==> src/rtl/parity_frame_tx_pkg.sv <==
// Shared types and defaults for the parity framing transmitter: FSM state encoding
// and the rule that picks the frame parity bit from the hc280 sigma outputs.
package parity_frame_tx_pkg;

  localparam int DEFAULT_DATA_W    = 9;
  localparam int DEFAULT_BAUD_DIV  = 4;
  localparam int DEFAULT_STOP_BITS = 1;

  typedef enum logic [2:0] {
    ST_IDLE   = 3'd0,
    ST_START  = 3'd1,
    ST_DATA   = 3'd2,
    ST_PARITY = 3'd3,
    ST_STOP   = 3'd4
  } state_e;

  // Even frame parity repeats sigma_odd; odd frame parity repeats sigma_even.
  function automatic logic frame_parity(input logic odd_sel,
                                        input logic sigma_even,
                                        input logic sigma_odd);
    return odd_sel ? sigma_even : sigma_odd;
  endfunction

endpackage

==> src/rtl/parity_frame_tx_if.sv <==
// Upstream word handshake into the framing transmitter: counter word, hc280 sigma pair,
// parity mode and valid/ready.
interface parity_frame_tx_if #(
  parameter int DATA_W = parity_frame_tx_pkg::DEFAULT_DATA_W
);
  logic              in_valid;
  logic              in_ready;
  logic [DATA_W-1:0] data_in;
  logic              sigma_even;
  logic              sigma_odd;
  logic              odd_sel;

  modport master (
    output in_valid, data_in, sigma_even, sigma_odd, odd_sel,
    input  in_ready
  );

  modport slave (
    input  in_valid, data_in, sigma_even, sigma_odd, odd_sel,
    output in_ready
  );
endinterface

==> src/rtl/parity_frame_tx_baud_tick_gen.sv <==
// Bit-period timer: counts 0..BAUD_DIV-1, pulses tick on the last count, and is
// re-phased by restart so the first bit of a frame gets a full period.
module baud_tick_gen #(
  parameter int BAUD_DIV = 4
) (
  input  logic clk,
  input  logic clr_n,
  input  logic restart,
  output logic tick
);
  localparam int            CW   = (BAUD_DIV > 1) ? $clog2(BAUD_DIV) : 1;
  localparam logic [CW-1:0] LAST = CW'(BAUD_DIV - 1);

  logic [CW-1:0] cnt_q, cnt_d;

  assign tick = (cnt_q == LAST);

  always_comb begin
    cnt_d = cnt_q + 1'b1;
    if (restart || tick) cnt_d = '0;
  end

  always_ff @(posedge clk or negedge clr_n) begin
    if (!clr_n) cnt_q <= '0;
    else        cnt_q <= cnt_d;
  end

endmodule

==> src/rtl/parity_frame_tx.sv <==
// Serial framing transmitter: start bit, DATA_W data bits LSB first, parity bit taken
// from the hc280 sigma pair, then STOP_BITS stop bits on a line that idles high.
module parity_frame_tx
  import parity_frame_tx_pkg::*;
#(
  parameter int DATA_W    = DEFAULT_DATA_W,
  parameter int BAUD_DIV  = DEFAULT_BAUD_DIV,
  parameter int STOP_BITS = DEFAULT_STOP_BITS
) (
  input  logic                clk,
  input  logic                clr_n,
  parity_frame_tx_if.slave    in_if,
  output logic                tx_out,
  output logic                busy,
  output logic                done,
  output logic                sigma_err
);
  localparam int BW = $clog2(DATA_W + 1);
  localparam int SW = (STOP_BITS > 1) ? $clog2(STOP_BITS) : 1;

  state_e            state_q, state_d;
  logic [DATA_W-1:0] shreg_q, shreg_d;
  logic [BW-1:0]     bit_q,   bit_d;
  logic [SW-1:0]     stop_q,  stop_d;
  logic              par_q,   par_d;
  logic              err_q,   err_d;
  logic              accept;
  logic              tick;

  assign in_if.in_ready = (state_q == ST_IDLE);
  assign accept         = in_if.in_valid && in_if.in_ready;
  assign busy           = (state_q != ST_IDLE);
  assign sigma_err      = err_q;

  baud_tick_gen #(.BAUD_DIV(BAUD_DIV)) u_baud (
    .clk     (clk),
    .clr_n   (clr_n),
    .restart (accept),
    .tick    (tick)
  );

  // NOTE: every variable driven here gets its default first, so no path can infer a latch.
  always_comb begin
    state_d = state_q;
    shreg_d = shreg_q;
    bit_d   = bit_q;
    stop_d  = stop_q;
    par_d   = par_q;
    err_d   = err_q;
    done    = 1'b0;
    unique case (state_q)
      ST_IDLE: begin
        if (accept) begin
          state_d = ST_START;
          shreg_d = in_if.data_in;
          par_d   = frame_parity(in_if.odd_sel, in_if.sigma_even, in_if.sigma_odd);
          bit_d   = '0;
          stop_d  = '0;
          if (in_if.sigma_even == in_if.sigma_odd) err_d = 1'b1;
        end
      end
      ST_START: if (tick) state_d = ST_DATA;
      ST_DATA: begin
        if (tick) begin
          shreg_d = shreg_q >> 1;
          if (bit_q == BW'(DATA_W - 1)) state_d = ST_PARITY;
          else                          bit_d   = bit_q + 1'b1;
        end
      end
      ST_PARITY: begin
        if (tick) begin
          state_d = ST_STOP;
          stop_d  = '0;
        end
      end
      ST_STOP: begin
        if (tick) begin
          if (stop_q == SW'(STOP_BITS - 1)) begin
            state_d = ST_IDLE;
            done    = 1'b1;
          end else begin
            stop_d = stop_q + 1'b1;
          end
        end
      end
      default: state_d = ST_IDLE;
    endcase
  end

  always_comb begin
    tx_out = 1'b1;
    case (state_q)
      ST_START:  tx_out = 1'b0;
      ST_DATA:   tx_out = shreg_q[0];
      ST_PARITY: tx_out = par_q;
      default:   tx_out = 1'b1;
    endcase
  end

  // NOTE: state updates use <= so every register samples pre-edge values; the shift
  // register is a plain register, not a memory, so it is cleared along with the rest.
  always_ff @(posedge clk or negedge clr_n) begin
    if (!clr_n) begin
      state_q <= ST_IDLE;
      shreg_q <= '0;
      bit_q   <= '0;
      stop_q  <= '0;
      par_q   <= 1'b0;
      err_q   <= 1'b0;
    end else begin
      state_q <= state_d;
      shreg_q <= shreg_d;
      bit_q   <= bit_d;
      stop_q  <= stop_d;
      par_q   <= par_d;
      err_q   <= err_d;
    end
  end

endmodule
==> src/flat_wrapper.sv <==
// flat-port wrapper written by rule: the top's interface ports become plain ports
module parity_frame_tx_flat import parity_frame_tx_pkg::*;
#(
  parameter int DATA_W    = DEFAULT_DATA_W,
  parameter int BAUD_DIV  = DEFAULT_BAUD_DIV,
  parameter int STOP_BITS = DEFAULT_STOP_BITS
)
  (clk, clr_n, tx_out, busy, done, sigma_err, in_if_in_valid, in_if_data_in, in_if_sigma_even, in_if_sigma_odd, in_if_odd_sel, in_if_in_ready);
  parity_frame_tx_if #(.DATA_W(DATA_W)) in_if_i ();
  input  logic clk;
  input  logic clr_n;
  output logic tx_out;
  output logic busy;
  output logic done;
  output logic sigma_err;
  input wire logic [$bits(in_if_i.in_valid)-1:0] in_if_in_valid;
  input wire logic [$bits(in_if_i.data_in)-1:0] in_if_data_in;
  input wire logic [$bits(in_if_i.sigma_even)-1:0] in_if_sigma_even;
  input wire logic [$bits(in_if_i.sigma_odd)-1:0] in_if_sigma_odd;
  input wire logic [$bits(in_if_i.odd_sel)-1:0] in_if_odd_sel;
  output wire logic [$bits(in_if_i.in_ready)-1:0] in_if_in_ready;
  assign in_if_i.in_valid = in_if_in_valid;
  assign in_if_i.data_in = in_if_data_in;
  assign in_if_i.sigma_even = in_if_sigma_even;
  assign in_if_i.sigma_odd = in_if_sigma_odd;
  assign in_if_i.odd_sel = in_if_odd_sel;
  assign in_if_in_ready = in_if_i.in_ready;
  parity_frame_tx #(.DATA_W(DATA_W), .BAUD_DIV(BAUD_DIV), .STOP_BITS(STOP_BITS)) u_core (.clk(clk), .clr_n(clr_n), .in_if(in_if_i), .tx_out(tx_out), .busy(busy), .done(done), .sigma_err(sigma_err));
endmodule
==> config.mk <==
export PLATFORM = sky130hd
export DESIGN_NAME = parity_frame_tx_flat
export DESIGN_NICKNAME = d
export VERILOG_FILES = /design/src/rtl/parity_frame_tx_pkg.sv /design/src/rtl/parity_frame_tx_if.sv /design/src/rtl/parity_frame_tx_baud_tick_gen.sv /design/src/rtl/parity_frame_tx.sv /design/src/flat_wrapper.sv
export SDC_FILE = /design/constraint.sdc
export NUM_CORES = 1
export LEC_CHECK = 0
export BUFFER_PORTS_ARGS = -buffer_cell sky130_fd_sc_hd__buf_2
export CORE_UTILIZATION = 25
export CTS_CLUSTER_SIZE = 24
export DETAILED_ROUTE_END_ITERATION = 10
export GPL_TIMING_DRIVEN = 0
export PLACE_DENSITY = 0.52
export SLEW_MARGIN = 20
export SYNTH_ARGS = -nofsm -noshare
export SYNTH_HDL_FRONTEND = slang
export SYNTH_SLANG_ARGS = --single-unit
==> constraint.sdc <==
create_clock -name clk -period 2.1 [get_ports clk]
set_clock_uncertainty 0.2 [all_clocks]
set_input_delay 0.21 -clock clk [delete_from_list [all_inputs] [get_ports clk]]
set_output_delay 0.21 -clock clk [all_outputs]
set_load 0.03 [all_outputs]
==> impl_metrics.toml, run 1 <==
[outcome]
status = "finished, final reports clean"

[die]
dieArea_um2 = 4600
die_y_um = 67.8
initial_core_util_pct = 26.5
core_um2 = 4090
num_io_pins = 20
rows = 23
die_w_um = 67.8

[placement]
dp_hpwl_um = 1620
post-place-ws_ns = 0.196
portBuffers = 19
finalWeightedCongestion = 0.651

[yosys]
yosysWarnings = 0
synth_nets = 110
ys_types = 33
syn_area_per_cell_um2 = 11.8
synth_area_um2 = 1080
syn_inst = 92
synth-seq-cells = 20
ys_seq_area_share_pct = 46.2

[timing]
period_share_pct = 91.6
final.min_clock_period_ns = 1.92
timing.fmax_ghz = 0.520
rsz0062_at_grt = "no"
fin_ws_ns = 0.176
worst_pin_slew_ns = 0.579
slew_headroom_pct = 61.2
finalMaxSlewViolations = 0
final-setup-viol-count = 0
hold_violations = 0
tns_ns = 0

[clock_network]
cts.repair.resized = 0
cts-root-buf = "clkbuf_8"
cts_tree = "done"
cts_setup_buffers = 0
cts_htree_levels = 1
insertion_delay_ns = 0.26
cts.sinks = 20
clk_pin_slew_ns = 0.07
cts_buffers = 3
holdBufCountCts = 2
clock_path_buffers = 2

[critical_path]
start_kind = "flip-flop"
worstSetupEndpointType = "flip-flop"
reg2reg_slack_ns = 0.18
cp.arrival_ns = 1.86
critPathKind = "reg -> reg"
path_max_fanout = 10
worstPathRequired_ns = 2.04

[routing]
avgViaCountPerCell = 4.54
vias = 758
firstDrtPassIters = 4
drt_wl_total_um = 2160
ant_nets = 0
drtIter0Drc = 31
wl_per_cell_um = 12.9
drcViolationCount = 0

[power]
seq_power_share_pct = 37.0
internal_power_mw = 1.09
power_density_nw_per_um2 = 1320
p_sw_mw = 0.656
combPwrFrac_pct = 46.4
ir_worst_vdd_v = 0.000615
p_leak_nw = 0.594
p_clk_share_pct = 16.6
swShare_pct = 37.6

[global_route]
antenna_found_initial = 0
grt_remaining_overflow = 0
grt_max_degree = 21
grt_pass1_vias = 811
grt_first_pass_wirelength_um = 3570
grt_util_all_layers_pct = 10.5

[run]
max-cap-violations = 0

[final_layout]
drive_above_1_share_pct = 40.2
final_cell_mix = "buf_2, dfrtp_1, mux2_2"
fin_util_pct = 32.2
diodes = 0
nets = 136
area.growth.synth_to_final_pct = 21.5
fillers = 437
layout_commonest_cell = "buf_2"

[min_path]
hp-class = "in -> reg"
## critical path: stages (launching register included)
cell and delay [ns]:
dfrtp_1 0.36, ha_1 0.14, buf_2 0.20, nand2_1 0.17, a21boi_4 0.35, mux2_2 0.38
## Yosys cell counts
library cell	instances	share of area (%)
nor3_1	2	0.92
nor3b_1	2	1.4
ha_1	3	3.5
nand3b_1	1	0.69
buf_4	2	1.4
nor2_4	1	1.0
a21o_1	1	0.69
dfrtp_1	20	46
a21boi_4	1	1.7
buf_2	2	0.92
o21a_1	1	0.69
a21oi_1	4	1.8
nand2_1	4	1.4
xnor2_1	1	0.81
nor4_1	1	0.58
nor2b_1	1	0.58
nand2b_1	1	0.58
nor4b_4	1	2.2
nand3_1	1	0.46
xor2_1	1	0.81
inv_1	6	2.1
nor2_1	4	1.4
and3_1	1	0.58
buf_6	1	1.0
nand4_1	2	1.2
o32ai_1	1	0.81
mux2_2	16	17
a2bb2oi_1	1	0.81
mux2i_1	4	3.7
o21ai_0	2	0.92
a311o_1	1	0.92
a21boi_0	1	0.69
a41o_1	1	0.92
## per-stage QoR
stage	instances	hold WS, ns	power (mW)	area, µm²
floorplan	92	-0.286	1.27	1080
global placement	161	-0.0251	1.42	1240
detailed placement	161	-0.0178	1.47	1240
CTS	167	0.0555	1.77	1320
global route	167	0.0835	1.88	1320
finish	167	0.0622	1.74	1320
## state kept, by name, indices dropped and copies added (netlist names)
name                 flops
u_core.shreg_q           9
u_core.bit_q             4
u_core.sigma_err         1
u_core.state_q           3
u_core.u_baud.cnt_q      2
u_core.par_q             1
## layout make-up
| cell class | instances | area (µm²) | area share (%) |
|---|---|---|---|
| repair buffers | 21 | 115 | 8.75 |
| inverters | 6 | 22.5 | 1.71 |
| multi-input cells | 61 | 524 | 39.8 |
| clock buffers | 4 | 55.1 | 4.18 |
| flip-flops and latches | 20 | 500 | 38.0 |
| well taps | 50 | 62.6 | 4.75 |
| plain buffers | 5 | 36.3 | 2.76 |
## cells by family after synthesis
logic type	Yosys count	synth area share [%]
simple gates	22	12.9
mux	20	20.3
flops	20	46.2
compound gates	14	10.0
buf+inv	11	5.43
fa+ha+maj	3	3.46
xor+xnor	2	1.62
## power groups by stage
| stage | combinational [mW] | sequential [mW] | clock [mW] |
|---|---|---|---|
| 2_1_floorplan | 0.625 | 0.643 | 0 |
| 3_3_place_gp | 0.782 | 0.638 | 0 |
| 3_5_place_dp | 0.812 | 0.653 | 0 |
| 4_1_cts | 0.817 | 0.647 | 0.301 |
| 5_1_grt | 0.897 | 0.667 | 0.318 |
| 6_report | 0.808 | 0.645 | 0.290 |
## per-layer routing
metal | routed length (µm) | track usage [%] | vias up
li1 | - | - | 376
met1 | 1050 | 13.4 | 368
met2 | 1020 | 17.3 | 12
met3 | 81 | 3.83 | 2
met4 | 8 | 1.56 | 0
met5 | 0 | 0 | -
## worst paths after layout
kind | to | cells after the start | from
worst min-delay path | u_core.shreg_q[0]$_DFFE_PN0P_ | 3 | in_if_data_in[0]
min in group asynchronous | u_core.shreg_q[3]$_DFFE_PN0P_ | 2 | clr_n
worst max register to register | u_core.shreg_q[6]$_DFFE_PN0P_ | 5 | u_core.u_baud.cnt_q[0]$_DFF_PN0_
max in group asynchronous | u_core.u_baud.cnt_q[1]$_DFF_PN0_ | 2 | clr_n
worst min register to register | u_core.u_baud.cnt_q[0]$_DFF_PN0_ | 1 | u_core.u_baud.cnt_q[0]$_DFF_PN0_
worst max-delay path | u_core.shreg_q[6]$_DFFE_PN0P_ | 5 | u_core.u_baud.cnt_q[0]$_DFF_PN0_
(Power assumes the default switching activity.)
==> inputs of run 2 (changes only) <==
--- a/config.mk
+++ b/config.mk
@@ -6,11 +6,11 @@
 export NUM_CORES = 1
 export LEC_CHECK = 0
 export BUFFER_PORTS_ARGS = -buffer_cell sky130_fd_sc_hd__buf_2
-export CORE_UTILIZATION = 25
+export CORE_UTILIZATION = 53
 export CTS_CLUSTER_SIZE = 24
 export DETAILED_ROUTE_END_ITERATION = 10
 export GPL_TIMING_DRIVEN = 0
-export PLACE_DENSITY = 0.52
+export PLACE_DENSITY = 0.87
 export SLEW_MARGIN = 20
 export SYNTH_ARGS = -nofsm -noshare
 export SYNTH_HDL_FRONTEND = slang
==> run 2 against run 1 <==
Net effect: cell count down 15%; final area down 2.6%; count of clock-buffer cells in the layout down 1.
==> impl_metrics.toml, run 2 (synthesized netlist as in run 1, its figures left out) <==
[min_path]
min_path_cells = 3
hp-class = "in -> reg"
min_to = "u_core.shreg_q[0]$_DFFE_PN0P_"
worstHoldStart = "in_if_data_in[0]"

[critical_path]
start_kind = "flip-flop"
r2r_end = "u_core.shreg_q[2]$_DFFE_PN0P_"
reg2reg_slack_ns = 0.20
crit_slowest_cell = "mux2_2"
r2r_cells = 5
max_stage_delay_ns = 0.38
crit_family = "multiplexers"
crit_chain = "ha_1, buf_2, nand2_1, a21boi_4, mux2_2"
critPathKind = "reg -> reg"
worstPathRequired_ns = 2.11
path_buf_inv = 1
path_max_fanout = 10
worstSetupEndpointType = "flip-flop"
cp.arrival_ns = 1.90
r2r-start = "u_core.u_baud.cnt_q[0]$_DFF_PN0_"

[die]
rows = 15
num_io_pins = 20
die_y_um = 47.2
core_um2 = 1820
die_w_um = 47.2
dieArea_um2 = 2230
initial_core_util_pct = 59.5

[routing]
ant_nets = 0
drt_wl_total_um = 1910
avgViaCountPerCell = 5.49
wl_per_cell_um = 13.5
drcViolationCount = 0
firstDrtPassIters = 4
vias = 779
drtIter0Drc = 7

[final_layout]
area.growth.synth_to_final_pct = 18.4
regMostFlops = "u_core.shreg_q"
diodes = 0
fin_util_pct = 70.4
layout_commonest_cell = "buf_2"
largest_reg_flops = 9
final_cells = 142
top_regs = "u_core.shreg_q: 9 flops, u_core.bit_q: 4 flops, u_core.state_q: 3 flops"
stdcell_area_um2 = 1280
final_cell_mix = "buf_2, dfrtp_1, mux2_2"
drive_above_1_share_pct = 40.2
nets = 136

[power]
power_density_nw_per_um2 = 1370
ir_worst_vdd_v = 0.000775
report.power.total_mw = 1.75
p_leak_nw = 0.593

[clock_network]
clk_pin_slew_ns = 0.12
cts_setup_buffers = 0
cts_htree_levels = 1
cts_buffers = 3
cts_tree = "done"
cts.sinks = 20
insertion_delay_ns = 0.31
cts-root-buf = "clkbuf_4"
clock_path_buffers = 2

[timing]
period_share_pct = 90.4
tns_ns = 0
hold_violations = 0
timing.fmax_ghz = 0.527
rsz0062_at_grt = "no"
final.min_clock_period_ns = 1.90
final-setup-viol-count = 0
finalMaxSlewViolations = 0
slew_headroom_pct = 61.7
worst_pin_slew_ns = 0.572

[placement]
portBuffers = 19
dp_cells = 136
dpl_cell_area_um2 = 1210
dp_hpwl_um = 1360
finalWeightedCongestion = 0.877

[global_route]
grt_pass1_vias = 685
grt_remaining_overflow = 0
grt_max_degree = 21
antenna_found_initial = 0
grt_first_pass_wirelength_um = 2930
grt_util_all_layers_pct = 19.8

[outcome]
status = "finished, final reports clean"

[run]
max-cap-violations = 0
run 2: changes by cell type in the layout (fill, tap and decap cells not counted):
cell / before / now
clkbuf_8: 4 / 0
clkbuf_4: 0 / 3
bufinv_16: 0 / 1
run 2: per-layer routing:
layer | up-vias | GRT usage [%] | wire, µm
met5 | - | 0 | 0
met4 | 0 | 13.7 | 48
met3 | 5 | 2.31 | 75
met2 | 24 | 32.2 | 937
met1 | 369 | 24.4 | 851
li1 | 381 | - | -
run 2: worst register-to-register path: stages, from the launching register on:
cell and delay (ns):
dfrtp_1 0.37, ha_1 0.14, buf_2 0.19, nand2_1 0.16
a21boi_4 0.34, mux2_2 0.38
run 2: where the power goes:
part,switching [mW],internal [mW]
clock network,0.121,0.193
registers,0.0879,0.549
logic,0.430,0.371
run 2: per-stage QoR:
step | setup slack (ns) | hold WS [ns]
finish | 0.201 | 0.0166
global route | 0.118 | 0.0116
CTS | 0.189 | 0.00759
detailed placement | 0.205 | -0.0198
global placement | 0.260 | -0.0276
floorplan | 0.0180 | -0.286
run 2: area by class of cell:
cell class,instances,area (µm²)
inverters,6,22.5
flip-flops and latches,20,500
fillers,130,538
multi-input cells,61,524
repair buffers,21,115
well taps,25,31.3
plain buffers,5,36.3
clock buffers,3,22.5
clock inverters,1,30.0
run 2: worst max-delay path by stage:
stage                                           startpoint                            end  slack (ns)  cells past startpoint
after floorplan              u_core.state_q[0]$_DFFE_PN0P_                           busy        0.02                      3
after global routing      u_core.u_baud.cnt_q[0]$_DFF_PN0_  u_core.shreg_q[1]$_DFFE_PN0P_        0.12                      5
after global placement    u_core.u_baud.cnt_q[0]$_DFF_PN0_  u_core.shreg_q[2]$_DFFE_PN0P_        0.26                      5
after detailed placement  u_core.u_baud.cnt_q[0]$_DFF_PN0_  u_core.shreg_q[2]$_DFFE_PN0P_        0.21                      5
after CTS                 u_core.u_baud.cnt_q[0]$_DFF_PN0_  u_core.shreg_q[2]$_DFFE_PN0P_        0.19                      5
final                     u_core.u_baud.cnt_q[0]$_DFF_PN0_  u_core.shreg_q[2]$_DFFE_PN0P_        0.20                      5
run 2: timing repair:
action / in CTS / in global routing
endpoints found under the hold margin: 21 / 0
hold buffers: 2 / 0
resized for setup: 0 / 0
==> inputs of run 3 (changes only) <==
--- a/config.mk
+++ b/config.mk
@@ -6,6 +6,7 @@
 export NUM_CORES = 1
 export LEC_CHECK = 0
 export BUFFER_PORTS_ARGS = -buffer_cell sky130_fd_sc_hd__buf_2
+export CORE_ASPECT_RATIO = 1.25
 export CORE_UTILIZATION = 53
 export CTS_CLUSTER_SIZE = 24
 export DETAILED_ROUTE_END_ITERATION = 10
==> run 3 against run 2 <==
Net effect: worst hold slack got worse by 0.0050 ns; final area increased by 0.19%; count of clock-buffer cells in the layout unchanged; cell count decreased by 3.5%; utilization decreased by 1.0 points; sequential cell count unchanged; non-clock buffer count increased by 1; largest power group unchanged.
==> impl_metrics.toml, run 3 (synthesized netlist as in run 1, its figures left out) <==
[outcome]
status = "finished, final reports clean"

[power]
report.power.total_mw = 1.77
ir_worst_vdd_v = 0.000664
power_density_nw_per_um2 = 1380
p_leak_nw = 0.597

[clock_network]
cts_buffers = 3
cts.repair.resized = 0
clock_path_buffers = 2
cts_tree = "done"
cts.sinks = 20
clk_pin_slew_ns = 0.12
cts_htree_levels = 1
holdBufCountCts = 2
insertion_delay_ns = 0.32
cts_setup_buffers = 0
cts-root-buf = "clkbuf_4"

[final_layout]
layout_commonest_cell = "buf_2"
final_cell_mix = "buf_2, dfrtp_1, mux2_2"
area.growth.synth_to_final_pct = 18.6
fillers = 147
seq_area_um2 = 500
diodes = 0
largest_reg_flops = 9
top_regs = "u_core.shreg_q: 9 flops, u_core.bit_q: 4 flops, u_core.state_q: 3 flops"
multi_input_area_um2 = 524
regMostFlops = "u_core.shreg_q"
nets = 137
drive_above_1_share_pct = 39.8

[timing]
period_share_pct = 91.3
hold_violations = 0
timing.fmax_ghz = 0.522
rsz0062_at_grt = "no"
final.min_clock_period_ns = 1.92
fin_ws_ns = 0.183
slew_headroom_pct = 62.7
finalMaxSlewViolations = 0
final-setup-viol-count = 0
worst_pin_slew_ns = 0.557
tns_ns = 0

[critical_path]
critPathLaunch = "u_core.state_q[0]$_DFFE_PN0P_"
worstPathRequired_ns = 1.69
reg2reg_slack_ns = 0.19
worstSetupEndpointType = "primary output"
start_kind = "flip-flop"
critPathKind = "reg -> out"
r2r_end = "u_core.shreg_q[2]$_DFFE_PN0P_"
cp.arrival_ns = 1.51
r2r_cells = 5
path_max_fanout = 10
r2r-start = "u_core.u_baud.cnt_q[0]$_DFF_PN0_"

[global_route]
antenna_found_initial = 0
grt_util_all_layers_pct = 20.3
grt_pass1_vias = 810
grt_max_degree = 21
grt_first_pass_wirelength_um = 3330
grt_remaining_overflow = 0

[die]
num_io_pins = 20
initial_core_util_pct = 58.6
dieArea_um2 = 2230
core_um2 = 1850
die_y_um = 52.6
rows = 17
die_w_um = 42.4

[routing]
drcViolationCount = 0
drt_wl_total_um = 2000
ant_nets = 0
drtIter0Drc = 4
vias = 793
wl_per_cell_um = 14.6
firstDrtPassIters = 4
avgViaCountPerCell = 5.79

[placement]
finalWeightedCongestion = 0.861
dp_hpwl_um = 1430
post-place-ws_ns = 0.202
portBuffers = 19

[min_path]
min_path_cells = 3
worstHoldStart = "in_if_odd_sel"
min_to = "u_core.par_q$_DFFE_PN0P_"
hp-class = "in -> reg"

[run]
max-cap-violations = 0
## run 3: cell count changes in the layout (fill, tap and decap cells not counted), sizes merged
cell / change
dlygate4sd3: +1
## run 3: metrics by stage
step	util [%]	hold slack, ns	std cells	area (µm²)
6_report	69.4	0.0117	137	1280
2_1_floorplan	-	-0.286	92	1080
5_1_grt	69.4	0.0426	137	1280
3_3_place_gp	65.0	-0.0271	130	1200
3_5_place_dp	65.0	-0.0200	130	1200
4_1_cts	68.9	0.00417	136	1270
## run 3: report_power, final
part / internal [mW] / switching, mW / total [mW] / leakage, nW
sequential: 0.549 / 0.0903 / 0.639 / 0.244
combinational: 0.372 / 0.435 / 0.807 / 0.325
clock: 0.193 / 0.132 / 0.325 / 0.0279
## run 3: how the worst max path moves through the flow
stage,end,cells past startpoint
after floorplan,busy,3
after global placement,u_core.shreg_q[2]$_DFFE_PN0P_,5
after detailed placement,u_core.shreg_q[7]$_DFFE_PN0P_,5
after CTS,tx_out,4
after global routing,u_core.shreg_q[7]$_DFFE_PN0P_,5
final,tx_out,4
## run 3: worst max-delay path, cell delays in order (launching register included)
cell and delay (ns):
dfrtp_1 0.43, buf_4 0.20, a21oi_1 0.06, a311o_1 0.32, buf_2 0.18
## run 3: area by class of cell
class | count | area share [%]
clock buffers | 3 | 1.75
plain buffers | 5 | 2.82
clock inverters | 1 | 2.34
flip-flops and latches | 20 | 38.9
multi-input cells | 61 | 40.8
well taps | 19 | 1.85
repair buffers | 22 | 9.74
inverters | 6 | 1.75
## run 3: routing by layer
metal  vias to the layer above  GRT usage, %  part of all wire [%]
met1                       387          21.1                    41
li1                        381             -                     -
met4                         0          9.38                   2.1
met5                         -             0                     0
met2                        20          39.5                    53
met3                         5          3.10                   3.5
